File: src/rtl/wb_port_arbiter.sv
// Shares the RF write port: WB pipe wins, MDU results queue in a FIFO; rf_* registered (1 cycle).
// Backpressure: mdu_ready drops when the FIFO is full; pipe_stall forces bubbles until it drains.
module wb_port_arbiter #(
  parameter int DATA_W    = 32,
  parameter int ADDR_W    = 5,
  parameter int DEPTH     = 2,
  parameter int MAX_DEFER = 4
) (
  input  logic              clk,
  input  logic              reset,
  input  logic              pipe_we,
  input  logic [ADDR_W-1:0] pipe_waddr,
  input  logic [DATA_W-1:0] pipe_wdata,
  input  logic              mdu_valid,
  input  logic [ADDR_W-1:0] mdu_waddr,
  input  logic [DATA_W-1:0] mdu_wdata,
  output logic              mdu_ready,
  output logic              pipe_stall,
  output logic              rf_we,
  output logic [ADDR_W-1:0] rf_waddr,
  output logic [DATA_W-1:0] rf_wdata
);
  localparam int CNT_W = $clog2(DEPTH + 1);
  localparam int PTR_W = (DEPTH > 1) ? $clog2(DEPTH) : 1;
  localparam int DEF_W = $clog2(MAX_DEFER + 1);

  typedef enum logic {NORMAL, STALL} state_t;

  state_t            state, nextState;
  logic [ADDR_W-1:0] entAddr [DEPTH];
  logic [DATA_W-1:0] entData [DEPTH];
  logic [DEPTH-1:0]  entLive;
  logic [PTR_W-1:0]  wrPtr, rdPtr;
  logic [CNT_W-1:0]  count, nextCount;
  logic [DEF_W-1:0]  deferCnt, nextDefer;
  logic              inStall, pipeReq, fifoEmpty, push, pop, headLive, drainWrite;

  function automatic logic [PTR_W-1:0] ptrInc(input logic [PTR_W-1:0] p);
    return (p == PTR_W'(DEPTH - 1)) ? '0 : p + PTR_W'(1);
  endfunction

  // r0 is hard-wired: such writes count as no request and are never queued.
  assign inStall    = (state == STALL);
  assign pipeReq    = pipe_we && (pipe_waddr != '0) && !inStall;
  assign fifoEmpty  = (count == '0);
  assign mdu_ready  = (count < CNT_W'(DEPTH));
  assign push       = mdu_valid && mdu_ready && (mdu_waddr != '0);
  assign pop        = !fifoEmpty && (inStall || !pipeReq);
  assign headLive   = entLive[rdPtr];
  assign drainWrite = pop && headLive;
  assign nextCount  = count + CNT_W'(push) - CNT_W'(pop);
  assign nextDefer  = (inStall || fifoEmpty || pop) ? '0 : deferCnt + DEF_W'(1);

  always_comb begin
    nextState = state;
    if (state == NORMAL) begin
      if (nextCount == CNT_W'(DEPTH) || nextDefer == DEF_W'(MAX_DEFER))
        nextState = STALL;
    end else if (nextCount == '0) begin
      nextState = NORMAL;
    end
  end

  always_ff @(posedge clk) begin
    if (push) begin
      entAddr[wrPtr] <= mdu_waddr;
      entData[wrPtr] <= mdu_wdata;
    end
  end

  always_ff @(posedge clk or posedge reset) begin
    if (reset) begin
      state      <= NORMAL;
      pipe_stall <= 1'b0;
      rf_we      <= 1'b0;
      rf_waddr   <= '0;
      rf_wdata   <= '0;
      wrPtr      <= '0;
      rdPtr      <= '0;
      count      <= '0;
      deferCnt   <= '0;
      entLive    <= '0;
    end else begin
      rf_we <= pipeReq || drainWrite;
      if (pipeReq) begin
        rf_waddr <= pipe_waddr;
        rf_wdata <= pipe_wdata;
      end else if (drainWrite) begin
        rf_waddr <= entAddr[rdPtr];
        rf_wdata <= entData[rdPtr];
      end else begin
        rf_waddr <= '0;
        rf_wdata <= '0;
      end

      // A granted pipe write is younger than anything queued for the same register.
      if (pipeReq) begin
        for (int i = 0; i < DEPTH; i++) begin
          if (entAddr[i] == pipe_waddr) entLive[i] <= 1'b0;
        end
      end
      if (push) begin
        entLive[wrPtr] <= !(pipeReq && (mdu_waddr == pipe_waddr));
        wrPtr          <= ptrInc(wrPtr);
      end
      if (pop) rdPtr <= ptrInc(rdPtr);

      count      <= nextCount;
      deferCnt   <= nextDefer;
      state      <= nextState;
      pipe_stall <= (nextState == STALL);
    end
  end

  pipeQuietInStall: assert property (@(posedge clk) disable iff (reset) inStall |-> !pipe_we);

endmodule

File: config.mk
export PLATFORM = sky130hd
export DESIGN_NAME = wb_port_arbiter
export DESIGN_NICKNAME = d
export VERILOG_FILES = /design/src/rtl/wb_port_arbiter.sv
export SDC_FILE = /design/constraint.sdc
export NUM_CORES = 1
export LEC_CHECK = 0
export BUFFER_PORTS_ARGS = -buffer_cell sky130_fd_sc_hd__buf_4
export CORE_UTILIZATION = 50
export CTS_BUF_LIST = sky130_fd_sc_hd__clkbuf_4
export DETAILED_ROUTE_END_ITERATION = 12
export PLACE_DENSITY = 0.83
export SYNTH_ARGS = -nofsm -noshare
export SYNTH_HDL_FRONTEND = slang
export SYNTH_SLANG_ARGS = --single-unit
File: constraint.sdc
create_clock -name clk -period 2.8 [get_ports clk]
set_input_delay 0.28 -clock clk [delete_from_list [all_inputs] [get_ports clk]]
set_output_delay 0.28 -clock clk [all_outputs]
set_load 0.1 [all_outputs]
**After elaboration in Yosys (flattened, before gate mapping)**

Memories as Yosys holds them, arrays and structs flattened.
Index checks and enable logic that the tools add are counted.

- Register bits after elaboration: 48
- Bits in latches: 0
- RAM bits: 74
- Bits in read-only memories: 0
- Input bits: 78
- Output and inout port bits: 40
- Logic and storage cells: 67
- Memories: 2

Memory list:

| memory | words | bits a word | read ports | clocked after Yosys merged registers in | wr ports | line | source |
|---|---|---|---|---|---|---|---|
| entData | 2 | 32 | 1 | 0 | 1 | 31 | `logic [DATA_W-1:0] entData [DEPTH];` |
| entAddr | 2 | 5 | 3 | 0 | 1 | 30 | `logic [ADDR_W-1:0] entAddr [DEPTH];` |

- Add/sub/neg operators: 5
- Multiply operators: 0
- Divide/modulo/power cells: 0
- Order comparisons: 4
- Equal/unequal tests: 5
- Shifts and indexed selects: 0
- Muxes and demuxes: 21
- Bitwise logic cells: 0
- Reductions and logical operators: 21

Operators with widths:

| kind | count |
|---|---|
| 32-bit two-way mux | 2 |
| 5-bit == test | 3 |
| 1-bit two-way mux | 12 |
| 5-bit two-way mux | 2 |
| 5-bit nonzero test | 2 |
| 1-bit logical AND | 8 |
| 1-bit logical OR | 5 |
| 1-bit logical NOT | 4 |
| 2-bit logical NOT | 2 |
| 1-bit by 2-bit < comparator with 1-bit output (second input constant) | 2 |
| 2-bit two-way mux | 2 |
| 3-bit by 1-bit adder with 3-bit output (second input constant) | 1 |
| 3-bit == test (second input constant) | 1 |
| 3-bit two-way mux | 1 |
| 1-bit adder (second input constant) | 2 |
| 2-bit by 1-bit adder with 2-bit output | 1 |
| 2-bit bitwise mux | 1 |
| 2-bit == test (second input constant) | 1 |
| 2-bit < comparator (second input constant) | 1 |
| 2-bit by 1-bit subtractor with 2-bit output | 1 |
| 1-bit demux with 1-bit select | 1 |
| 1-bit >= comparator (second input constant) | 1 |

**Depth between registers and ports, before layout**

Gate-level depths: netlist of run 1.

- Word-level depth: 12
- Gate-level depth with buffers: 10
- Depth with buffers taken out: 9

**Worst setup path after synthesis of run 1**

No wires, ideal clock.

- Path type: reg-to-reg
- Start point: reg count[1]
- End point: mem entAddr[0][0] (enable)
- Setup time: 0.431 ns
- Arrival: 3.078 ns
- Data required time: 2.369 ns
- Setup slack: -0.709 ns
- Cell stages (with the launch flop): 4
- Path buffers: 0
- Clock period less this slack: 3.509 ns
- Path through: dfrtp_1 -> inv_1 -> o211ai_1 -> nor2_1

- Longest elaborated chain between the ends: 5

Ends and longest elaborated chain:

| what | line | source |
|---|---|---|
| start: declaration | 34 | `logic [CNT_W-1:0] count, nextCount;` |
| start signal: assignment | 108 | `count <= nextCount;` |
| 2-bit < comparator | 46 | `assign mdu_ready = (count < CNT_W'(DEPTH));` |
| net mdu_ready | 17 | `output logic mdu_ready,` |
| 1-bit logical AND (2 in series) | 47 | `assign push = mdu_valid && mdu_ready && (mdu_waddr != '0);` |
| 1-bit two-way mux | 65 | `if (push) begin` |
| 1-bit two-way mux (not written as such) | 66 | `entAddr[wrPtr] <= mdu_waddr;` |
| end: declaration | 30 |  |

The timed path passes the listed nets, and every way through them passes these cells.

**Worst setup path in the final report of run 1**

- Start point: in mdu_waddr[0]
- End point: reg state (netlist: inStall)

- Longest elaborated chain between the ends: 8
- Elaborated cells between the ends (all ways): 10
- Those cells by class: add/sub: 2; eq/ne: 1; mux: 3; reduce/logical: 4

Ends and longest elaborated chain:

| what | line | source |
|---|---|---|
| start: declaration | 15 | `input logic [ADDR_W-1:0] mdu_waddr,` |
| 5-bit nonzero test * | 47 |  |
| 1-bit logical AND * | 47 |  |
| 2-bit by 1-bit adder with 2-bit output * | 51 | `assign nextCount = count + CNT_W'(push) - CNT_W'(pop);` |
| 2-bit by 1-bit subtractor with 2-bit output * | 51 |  |
| net nextCount[1] | 34 |  |
| 2-bit == test | 57 | `if (nextCount == CNT_W'(DEPTH) \|\| nextDefer == DEF_W'(MAX_DEFER))` |
| 1-bit logical OR | 57 |  |
| 1-bit two-way mux | 57 |  |
| 1-bit two-way mux * | 56 | `if (state == NORMAL) begin` |
| net nextState | 29 | `state_t state, nextState;` |
| end signal: assignment | 110 | `state <= nextState;` |
| end: declaration | 29 |  |

Mark *: on every way through the listed nets, which the timed path passes. The rest lies on a longest branch.
A chain may end at the register's enable or synchronous reset.

==> results of run 1 <==
[repair_timing]
action | 4_1_cts | 5_1_grt
setup endpoints to repair | 0 | 0
hold buffers | 67 | 1
buffers inserted | 0 | 0
endpoints found under the hold margin | 126 | 1
[routing by layer]
| layer | global-route usage [%] | up-vias | wire length, µm |
|---|---|---|---|
| met3 | 5.41 | 10 | 327 |
| met5 | 0 | - | 0 |
| met2 | 42.1 | 84 | 5730 |
| li1 | - | 1509 | - |
| met1 | 26.7 | 1536 | 4100 |
| met4 | 6.67 | 0 | 143 |
[path summary, 6_finish.rpt]
check	start	to	cells past startpoint
worst min-delay path	pipe_wdata[25]	rf_wdata[25]	3
worst max register to register	inStall	inStall	10
max in group asynchronous	reset	rdPtr	4
worst min register to register	deferCnt[0]	deferCnt[0]	1
worst max-delay path	mdu_waddr[0]	inStall	10
min in group asynchronous	reset	rf_wdata[19]	3
[sequential cells by signal (all words and copies together), names as in the netlist, 2 cells and up]
signal / cells
count: 2
deferCnt: 3
entAddr: 10
entData: 64
entLive: 2
rf_waddr: 5
rf_wdata: 32
[cell usage after synthesis, types with 3 or more instances]
cell | instances | area [µm²]
edfxtp_1 | 74 | 2220
buf_1 | 3 | 11.3
nor2_1 | 4 | 15.0
xor2_1 | 7 | 61.3
xnor2_1 | 13 | 114
o21ai_2 | 30 | 263
mux2i_1 | 38 | 380
ha_1 | 3 | 37.5
o21ai_0 | 10 | 50.1
inv_1 | 5 | 18.8
dfrtp_1 | 48 | 1200
nand3_1 | 3 | 15.0
clkbuf_1 | 5 | 18.8
nor4_1 | 3 | 18.8
nand2_1 | 37 | 139
[layout make-up]
class | instances | area (µm²)
Tap cell | 129 | 161
Clock buffer | 21 | 158
Multi-Input combinational cell | 163 | 1210
Clock inverter | 10 | 80.1
Sequential cell | 122 | 3420
Fill cell | 576 | 2530
Timing Repair Buffer | 194 | 1650
Inverter | 5 | 18.8
[per-stage QoR]
stage / utilization, % / instances / TNS [ps] / area [µm²] / power (W)
after floorplan: - / 304 / -9460 / 4760 / 0.00607
after global placement: 62.7 / 545 / 0 / 5790 / 0.00687
after detailed placement: 62.7 / 545 / 0 / 5790 / 0.00696
after CTS: 72.5 / 643 / 0 / 6700 / 0.00808
after global routing: 72.6 / 644 / 0 / 6710 / 0.00840
final: 72.6 / 644 / 0 / 6710 / 0.00804
[cell families after synthesis]
logic type                 count (synthesis)  synth area share, %
muxes                                     38                 8.00
xor gates and xnor gates                  20                 3.69
adders and majority gates                  3                0.790
AOI/OAI and AO/OA                         46                 7.58
buffers and inverters                     19                 2.76
DFF                                      122                 72.0
and+or+nand+nor                           56                 5.16
[power groups by stage]
| stage | clock (W) | combinational (W) | sequential, W |
|---|---|---|---|
| 6_report | 0.00106 | 0.00432 | 0.00266 |
| 5_1_grt | 0.00117 | 0.00451 | 0.00271 |
| 4_1_cts | 0.00108 | 0.00435 | 0.00266 |
| 3_5_place_dp | 0 | 0.00427 | 0.00269 |
| 3_3_place_gp | 0 | 0.00419 | 0.00268 |
| 2_1_floorplan | 0 | 0.00131 | 0.00476 |
[worst register-to-register path: stages (launching register included)]
cell	delay (ps)
dfrtp_1	410
nor2b_1	120
buf_4	160
o21a_1	140
nor2_1	70
ha_1	310
inv_1	40
ha_1	190
xnor2_1	180
xnor2_1	110
a221o_1	360
==> results.md, run 1 <==
- Status: finished clean
- WL final: a little over 10,000 µm
- TritonCTS clock tree: built
- Pre-CTS setup slack: 232 ps
- Die height: between 90 and 100 µm
- Biggest cell delay along the critical path: 540 ps
- Critical Path Fanout Max: 4
- Register area share after synthesis: approximately 72%
- Io pins: 118
- Worst Hold Class: primary input to flip-flop
- Number of global-route vias before repair: about 3,500
- Starting DRC count in detailed routing: approximately 130
- Logic pwr share: 53.7%
- Crit path launch type: primary input
- Post-synthesis area per instance: 15.6 µm²
- Final HPWL DP: 6240 µm
- Core Region: about 9200 µm²
- Delay-heaviest family, CP: buffers and inverters
- Power Internal: around 0.004 W
- GRT Util Overall: 22.9%
- Arrival @ worst endpoint: 2960 ps
- WL/cell: 16.0 µm
- Post-route DRC: 0
- Worst VDD drop: 0.000699 V
- Skew final: 19.6 ps
- Ys flop type: edfxtp_1
- CTS clock-pin slew for the worst setup and hold paths: ~90 ps
- R2R setup slack: around 600 ps
- Synthesized area: 4750 µm²
- Most common cell after layout, fill and taps aside: buf_4
- Port bufs: 117
- Die width: 99.5 µm
- Routability-driven placement congestion ratio: roughly 0.87
- H-tree depth: 4
- P_sw: 0.00404 W
- Number of synthesized register bits: 122
- Crit path buf inv count: 3
- Switching Fraction: 50.2%
- Flop pwr share: 33.1%
- Crit-path cells: dlygate4sd3_1 -> buf_4 -> or4_1 -> o211ai_1 -> ha_1 -> inv_1 -> ha_1 -> xnor2_1 -> xnor2_1 -> a221o_1
- CTS Buf Count: 17
- Clk buf depth: 2
- Share of cells above drive strength 1: roughly 37%
- Maximum Capacitance Violations: 0
- Antenna cell count: 0
- Layout Nets: 584
- Slew HR: 54.6%
- Number of synthesized flops with an enable pin: 74
- Final Critical Period: between 2000 and 3000 ps
- Global-route wire length before repair: between 15,000 and 20,000 µm
- Pwr/cell area: 1200 nW/µm²
- Clock latency on the worst-skew pair: about 470 ps
- Vias: 3,139
- # rows: 35
- WP data required: 3150 ps
- Slowest cell on crit path: dlygate4sd3_1
- Post-route ant nets: 0
- CP Capture Type: flip-flop
- RSZ-0062 raised after global routing: no
- Overflow left after global routing: 0
- Worst hold slack: between 50 and 60 ps
- Final slew viol count: 0
- Starting Density: roughly 50%
- Crit path kind: primary input to flip-flop
- Vias/cell: 4.87
- Synth cell types: 30
- Die Area: 9900 µm²
- Commonest non-fill, non-tap cells in the layout: buf_4 (124), edfxtp_1 (74), dlygate4sd3_1 (68)
- Drt pass-1 iters: 4
- P_leak: approximately 2.9 nW
- Final worst setup slack: roughly 180 ps
- Clock Power Share: 13.2%
- Syn Inst Count: roughly 300
- Yosys Warn Count: 0
- Clk sink count: 122
- Setup violators final: 0
- Max Fclk: 382 MHz
- Actual slew at the worst max-slew pin: 681 ps
- Syn nets: 385
- Initial antenna violation count: 0
- Area growth syn-to-layout: 41.1%
- Hold Violations, Final: 0
- Clock root buffer: clkbuf_4
- Post-synth ARST share: 39.3%
- Largest net degree at the start of global routing: 39
- Crit share post-route: 93.4%
- CTS resizes: 0
(Power assumes the default switching activity.)
==> run 2, diff against run 1 <==
Settings changed: CORE_UTILIZATION 50 to 45, PLACE_DENSITY 0.83 to 0.76, RECOVER_POWER set to 100.
==> results.md, run 2 (synthesized netlist as in run 1, its figures left out) <==
- Critical Path Fanout Max: 33
- Starting Density: 46.3%
- Crit path launch type: primary input
- Skew final: 18.5 ps
- CP Capture Type: flip-flop
- Crit-path cells: dlygate4sd3_1 -> clkbuf_1 -> or4_1 -> o21a_1 -> buf_4 -> or3_2 -> clkbuf_1 -> o21ai_0
- H-tree depth: 4
- TritonCTS clock tree: built
- Biggest regs: entData x64, rf_wdata x32, entAddr x10
- Die width: 105 µm
- Post-route cell area: 6470 µm²
- WL/cell: 15.4 µm
- Hold Violations, Final: 0
- Clock root buffer: clkbuf_4
- Post-route ant nets: 0
- Layout Nets: ~590
- Biggest cell delay along the critical path: between 500 and 600 ps
- Number of global-route vias before repair: 3,387
- Post-CTS Setup Inserts: 0
- Final setup TNS: 0 ps
- Commonest non-fill, non-tap cells in the layout: edfxtp_1 (74), dlygate4sd3_1 (73), clkbuf_1 (56)
- Die height: 105 µm
- Top cell by count, worst path: clkbuf_1
- GRT Util Overall: between 20 and 25%
- Crit share post-route: 93.4%
- Arrival @ worst endpoint: 3040 ps
- Vias/cell: 4.83
- Hold buffer count at CTS: 73
- Final Critical Period: 2620 ps
- Clock latency on the worst-skew pair: 510 ps
- Clk buf depth: 2
- Cell Area, Placed: between 5000 and 6000 µm²
- Worst VDD drop: 0.000633 V
- Multi-input logic area: 1120 µm²
- FILL cells: 832
- Routability-driven placement congestion ratio: 0.834
- Die Area: roughly 11,000 µm²
- Area growth syn-to-layout: 36.1%
- Largest net degree at the start of global routing: 39
- Port bufs: 117
- P_leak: 2.63 nW
- Actual slew at the worst max-slew pin: 1220 ps
- Top reg by flops: entData
- Worst Hold Class: primary input to flip-flop
- Drt pass-1 iters: 4
- Max Fclk: 382 MHz
- Pwr/cell area: 1170 nW/µm²
- CTS clock-pin slew for the worst setup and hold paths: approximately 100 ps
- Slowest cell on crit path: or4_1
- Maximum Capacitance Violations: 0
- WP data required: 3220 ps
- Final HPWL DP: 6030 µm
- Reg area: roughly 3400 µm²
- Overflow left after global routing: 0
- Core Region: 10,300 µm²
- Crit path kind: primary input to flip-flop
- Max reg flops: 64
- Initial antenna violation count: 0
- Final slew viol count: 0
- WL final: 10,100 µm
- Most common cell after layout, fill and taps aside: edfxtp_1
- Clk sink count: between 100 and 150
- Share of cells above drive strength 1: 21.4%
- Status: finished clean
- Post-route DRC: 0
- RSZ-0062 raised after global routing: no
- Starting DRC count in detailed routing: 110
- Global-route wire length before repair: 16,400 µm
- CTS resizes: 0
- Antenna cell count: 0
- Vias: 3,183
- CTS Buf Count: 17
- Setup violators final: 0
- Io pins: about 120
- # rows: 37
- Slew HR: around a fifth
==> run 2: path summary, 6_finish.rpt <==
| check | startpoint | to | slack, ps | cells past startpoint |
|---|---|---|---|---|
| worst max-delay path | pipe_waddr[2] | rf_wdata[2] | 180 | 8 |
| worst min-delay path | pipe_waddr[0] | rf_waddr[0] | 70 | 3 |
| worst max register to register | count[1] | entAddr[0][1] | 640 | 5 |
| worst min register to register | deferCnt[0] | deferCnt[0] | 500 | 1 |
| max in group asynchronous | reset | rdPtr | 940 | 4 |
| min in group asynchronous | reset | rf_wdata[0] | 370 | 3 |
==> run 2: area by class of cell <==
cell class              count  area share (%)
multi-input cells         163            17.4
inverters                   5           0.290
repair buffers            201            23.1
clock buffers              21            2.44
well taps                 136            2.63
clock inverters            11            1.28
flip-flops and latches    122            52.9
==> run 2: per-stage QoR <==
stage	utilization [%]	worst slack (ps)	std cells	hold slack (ps)	total power [W]
after floorplan	-	-128	304	379	0.00607
after global placement	56.6	325	554	258	0.00689
after detailed placement	56.6	269	554	270	0.00696
after CTS	66.0	302	659	1.74	0.00810
after global routing	63.0	106	659	56.4	0.00791
final	63.0	184	659	67.6	0.00757
==> run 2: critical path: cells and delay by family <==
family	cells	cell delay, ps
compound gates	2	440
simple gates	2	1090
buf+inv	4	1220
==> run 2: report_power, final <==
part           total (W)  internal (W)  switching [W]
clock            0.00106      0.000464       0.000599
sequential       0.00265       0.00247       0.000176
combinational    0.00386      0.000726        0.00313
==> run 2: metal layers <==
layer	vias to the layer above	wire, µm	track usage, %
met2	94	5510	36.8
met1	1553	3930	21.4
met4	0	215	9.36
met3	21	478	5.74
li1	1515	-	-
met5	-	0	0
